### src/rtl/mem_dump_reader.sv
// mem_dump_reader: sweeps a range of addresses of a 1-cycle-latency memory and
// streams each word out on a valid/ready interface, tagged with its address.
//
// Ports:
//   clk, rst        clock and synchronous active-high reset
//   start           request a sweep (sampled only while idle)
//   base_addr       first address of the sweep (wraps modulo 2**AW)
//   count           number of words to read, 0..2**AW
//   busy            sweep in progress
//   done            one-cycle pulse after the final word is accepted
//   mem_we          memory write enable, tied low
//   mem_addr        memory read address
//   mem_dout        memory read data, valid one cycle after mem_addr is sampled
//   out_valid       output word available
//   out_ready       downstream accepts the word on valid && ready
//   out_data        word read from memory
//   out_addr        address the word came from
//   out_last        marks the final word of the sweep
module mem_dump_reader #(
  parameter int unsigned DW     = 32,
  parameter int unsigned AW     = 5,
  parameter int unsigned RD_LAT = 1
) (
  input  logic          clk,
  input  logic          rst,
  input  logic          start,
  input  logic [AW-1:0] base_addr,
  input  logic [AW:0]   count,
  output logic          busy,
  output logic          done,
  output logic          mem_we,
  output logic [AW-1:0] mem_addr,
  input  logic [DW-1:0] mem_dout,
  output logic          out_valid,
  input  logic          out_ready,
  output logic [DW-1:0] out_data,
  output logic [AW-1:0] out_addr,
  output logic          out_last
);

  // Only a single-cycle read latency is handled; any other value disables capture.
  localparam bit LatSupported = (RD_LAT == 1);

  typedef enum logic [1:0] {StIdle, StRun, StDrain} state_e;

  state_e        state_q;
  logic [AW:0]   left_q;        // reads still to be issued
  logic          busy_q;
  logic          done_q;
  logic [AW-1:0] mem_addr_q;    // address the memory samples on the next issue

  // One read may be in flight; its tag travels alongside until capture.
  logic          inflight_q;
  logic [AW-1:0] inflight_addr_q;
  logic          inflight_last_q;

  // Two-entry output FIFO.
  logic [DW-1:0] fifo_data_q [2];
  logic [AW-1:0] fifo_addr_q [2];
  logic          fifo_last_q [2];
  logic          rd_ptr_q;
  logic          wr_ptr_q;
  logic [1:0]    occ_q;

  logic          pop;
  logic          push;
  logic          issue;
  logic [2:0]    used;

  always_comb begin
    pop   = (occ_q != 2'd0) && out_ready;
    push  = inflight_q && LatSupported;
    // A word leaving this cycle frees its slot, so steady streaming keeps one
    // word buffered and one in flight.
    used  = {1'b0, occ_q} + {2'b0, inflight_q} - {2'b0, pop};
    issue = (state_q == StRun) && (left_q != '0) && (used < 3'd2);
  end

  always_ff @(posedge clk) begin
    if (rst) begin
      state_q         <= StIdle;
      left_q          <= '0;
      busy_q          <= 1'b0;
      done_q          <= 1'b0;
      mem_addr_q      <= '0;
      inflight_q      <= 1'b0;
      inflight_addr_q <= '0;
      inflight_last_q <= 1'b0;
      rd_ptr_q        <= 1'b0;
      wr_ptr_q        <= 1'b0;
      occ_q           <= 2'd0;
      for (int i = 0; i < 2; i++) begin
        fifo_data_q[i] <= '0;
        fifo_addr_q[i] <= '0;
        fifo_last_q[i] <= 1'b0;
      end
    end else begin
      done_q     <= 1'b0;
      inflight_q <= issue;

      if (issue) begin
        inflight_addr_q <= mem_addr_q;
        inflight_last_q <= (left_q == (AW+1)'(1));
        mem_addr_q      <= mem_addr_q + AW'(1);
        left_q          <= left_q - (AW+1)'(1);
      end

      if (push) begin
        fifo_data_q[wr_ptr_q] <= mem_dout;
        fifo_addr_q[wr_ptr_q] <= inflight_addr_q;
        fifo_last_q[wr_ptr_q] <= inflight_last_q;
        wr_ptr_q              <= ~wr_ptr_q;
      end
      if (pop) begin
        rd_ptr_q <= ~rd_ptr_q;
      end
      occ_q <= occ_q + 2'(push) - 2'(pop);

      unique case (state_q)
        StIdle: begin
          if (start) begin
            if (count != '0) begin
              mem_addr_q <= base_addr;
              left_q     <= count;
              busy_q     <= 1'b1;
              state_q    <= StRun;
            end else begin
              done_q <= 1'b1;
            end
          end
        end
        StRun: begin
          if (issue && (left_q == (AW+1)'(1))) begin
            state_q <= StDrain;
          end
        end
        StDrain: begin
          // Order is preserved, so the last-tagged word leaving means the
          // buffer is empty and nothing remains in flight.
          if (pop && fifo_last_q[rd_ptr_q]) begin
            done_q  <= 1'b1;
            busy_q  <= 1'b0;
            state_q <= StIdle;
          end
        end
        default: state_q <= StIdle;
      endcase
    end
  end

  assign busy      = busy_q;
  assign done      = done_q;
  assign mem_we    = 1'b0;
  assign mem_addr  = mem_addr_q;
  assign out_valid = (occ_q != 2'd0);
  assign out_data  = fifo_data_q[rd_ptr_q];
  assign out_addr  = fifo_addr_q[rd_ptr_q];
  assign out_last  = fifo_last_q[rd_ptr_q];

endmodule

### config.mk
export PLATFORM = sky130hd
export DESIGN_NAME = mem_dump_reader
export DESIGN_NICKNAME = d
export VERILOG_FILES = /design/src/rtl/mem_dump_reader.sv
export SDC_FILE = /design/constraint.sdc
export NUM_CORES = 1
export LEC_CHECK = 0
export BUFFER_PORTS_ARGS = -buffer_cell sky130_fd_sc_hd__buf_4
export CAP_MARGIN = 20
export CORE_MARGIN = 8
export CORE_UTILIZATION = 55
export DETAILED_ROUTE_END_ITERATION = 7
export PLACE_DENSITY = 0.87
export SLEW_MARGIN = 20
export SYNTH_ARGS = -nofsm -noshare
export SYNTH_HDL_FRONTEND = slang
export SYNTH_SLANG_ARGS = --single-unit
### constraint.sdc
create_clock -name clk -period 3.3 [get_ports clk]
set_input_delay 0.495 -clock clk [delete_from_list [all_inputs] [get_ports clk]]
set_output_delay 0.495 -clock clk [all_outputs]
set_load 0.02 [all_outputs]
==> implementation parameters <==
Parameter                              Value

Timing
  Fin Setup TNS    0 ps
  Final Max Slew Viols    0
  Final critical delay including setup and external delays    around 3000 ps
  Minimum hold slack    approximately 360 ps
  Period Utilization, post-route    88.7%
  Final clock skew    10.5 ps
  Final hold violation count    0
  Worst relative slew slack    between 30% and 40%
  RSZ-0062 raised after global routing    false
  Transition time of the tightest slew-check pin    ~950 ps
  Final Setup Violations    0
  Fmax    approximately 340 MHz

Place
  Post-Place Cell Area    5390 µm²
  Placed Cells    between 500 and 600
  HPWL reported at the end of detailed placement    6.65 mm
  Port bufs    92
  Gpl congestion    roughly 0.83

Worst setup path
  Worst path buffer plus inverter count    1
  Slowest stage delay, CP    between 400 and 500 ps
  Critical Path AT    3200 ps
  CP top delay family    compound AO/OA/AOI/OAI gates
  Category of the worst setup path capture point    flop
  Critical path start-end classification    reg2reg
  Most prevalent standard cell on the critical path    ha_1
  Startpoint types    flop
  Critical path fanouts, max    11
  Data required time at the worst endpoint    ~3600 ps
  Ordered cell list for the critical path    o21a_1, ha_1, inv_1, ha_1, fa_1, nor3b_4, o211a_1, nand2_1, a311oi_2
  Slowest library cell on the worst path    fa_1

Die
  X dimension of the die    108 µm
  Die Y-Extent    between 100 and 150 µm
  Die area    ~12000 µm²
  Initial core utilization    between 50% and 60%
  I/O pin count    94
  Core region area    8180 µm²
  Std-Cell Rows    33

Cells and area
  Antenna fix cells    0
  Top library cells by usage in the layout, fill and taps aside    buf_4 (95), and2_1 (77), edfxtp_1 (76)
  Layout Cell Area excl Fill    ~5600 µm²
  Share of post-route cells with drive strength above 1    between 30 and 40%
  Synthesis-to-finish area growth    21.6%
  Most common cell after layout, fill and taps aside    buf_4
  # nets final    slightly below 500
  Total of fill cells in the finished design    608
  Post-layout instance count excluding filler cells    550

Yosys
  Number of instances in the synthesized netlist    roughly 350
  Fraction of registers with async set or reset after synthesis    0%
  Cell Area, Synth    4630 µm²
  Mean Syn Cell Area    between 10 and 15 µm²
  Number of register bits inferred by synthesis    about 100
  Number of flops mapped to enable cells by yosys    76
  Synth cell types    slightly below 50
  Yosys warning total    0
  Synthesized net count    between 400 and 500
  Sequential element share of the synthesized area    slightly above 60%
  Most used flip-flop cell after synthesis    edfxtp_1

Route
  Post-DR wirelength/cell    17.6 µm
  DR iter-0 viols    ~140
  Number of search-and-repair iterations in the first detailed-routing pass    4
  Remaining antenna violation count    0
  Via Count    3003
  DRT Wirelength    approximately 9.7 mm
  Residual DRC count    0
  Via density per instance    5.46

Clock network
  Clock tree from TritonCTS    yes
  Clock sinks    around 100
  H-tree lvl count    3
  Clock latency at the later pin of the worst-skew pair    around 360 ps
  CTS Root Buffer Type    clkbuf_8
  Setup Fix Bufs, Post-CTS    0
  CTS hold repair buffers    0
  Post-CTS sizing    0
  Clock transition at the registers of the reported paths    ~90 ps
  TritonCTS Buffers    9
  CTS max path bufs    2

GRT
  Number of global-route vias before repair    just over 3000
  Total GRT Usage    between 15 and 20%
  Total global routing overflow    0
  First-pass GRT wire length    15.0 mm
  Largest net degree at the start of global routing    39
  Initial antenna violation count    0

Power and ir drop
  Power per unit of standard cell area    between 600 and 700 nW/µm²
  IR Drop Worst-Case VDD    0.000309 V
  Power after layout    around 3.8 mW
  Static leakage    about 2.3 nW

Status
  Status    complete, no violations

Min path
  Kind of path behind the tightest hold check    in2reg

Job
  Max-capacitance violation count    0
## logic make-up (layout without fill, tap and decap cells)
kind of cell	count (synthesis)	after routing	share of synthesized area (%)
other	1	1	0.0810
adder cells (fa/ha/maj)	6	6	1.78
AND/OR/NAND/NOR	138	138	17.8
multiplexers	40	40	9.70
buffers and inverters	28	120	2.76
XOR/XNOR	6	6	1.30
AO/OA/AOI/OAI	31	31	5.62
flip-flops	103	103	61.0
## area by class of cell
class	instances	area (µm²)	share of cell area (%)
Multi-Input combinational cell	222	1690	30.1
Sequential cell	103	2820	50.2
Tap cell	105	131	2.33
Clock buffer	9	124	2.20
Inverter	9	33.8	0.600
Timing Repair Buffer	95	713	12.7
Clock inverter	7	111	1.98
## sequential cells by signal, summed over array words and instances (netlist names), 2 cells and up, named ones only
signal / cells
state_q: 2
fifo_last_q: 2
left_q: 6
inflight_addr_q: 5
fifo_data_q: 64
occ_q: 2
mem_addr: 5
fifo_addr_q: 10
## Yosys cell counts (4+ instances only)
cell | count | area [µm²]
and2_1 | 77 | 482
edfxtp_1 | 76 | 2280
inv_1 | 9 | 33.8
a22o_1 | 4 | 35.0
nand2_1 | 17 | 63.8
nor2b_1 | 4 | 25.0
dfxtp_1 | 27 | 541
nor2_1 | 11 | 41.3
mux2_2 | 39 | 439
a21oi_1 | 9 | 45.0
xnor2_1 | 5 | 43.8
clkbuf_1 | 13 | 48.8
ha_1 | 5 | 62.6
## power by group
group,switching (mW),internal (mW)
combinational,0.626,0.561
clock,0.419,0.499
sequential,0.142,1.55
## worst register-to-register path, stage by stage, from the launching register on
cell and delay (ps):
dfxtp_1 360, o21a_1 260, ha_1 300, inv_1 40
ha_1 180, fa_1 490, nor3b_4 330, o211a_1 480
nand2_1 130, a311oi_2 270
## final timing paths
path	start	to	slack [ps]	cells after the start
worst min register to register	inflight_addr_q[1]	inflight_addr_q[1]	470	2
worst max-delay path	occ_q[1]	mem_addr[1]	370	9
worst max register to register	occ_q[1]	mem_addr[1]	370	9
worst min-delay path	count[3]	left_q[3]	360	3
## per-layer routing
| layer | wire length, µm | track usage, % |
|---|---|---|
| met1 | 4000 | 19.0 |
| met2 | 4920 | 29.6 |
| met3 | 594 | 3.59 |
| met4 | 150 | 6.84 |
| met5 | 0 | 0 |
## per-stage QoR
| stage | utilization, % | setup slack, ps |
|---|---|---|
| after floorplan | - | 517 |
| after global placement | 66.0 | 335 |
| after detailed placement | 66.0 | 231 |
| after CTS | 68.9 | 380 |
| after global routing | 68.9 | 230 |
| final | 68.9 | 372 |
No activity file was read; power rests on OpenSTA's default activity.
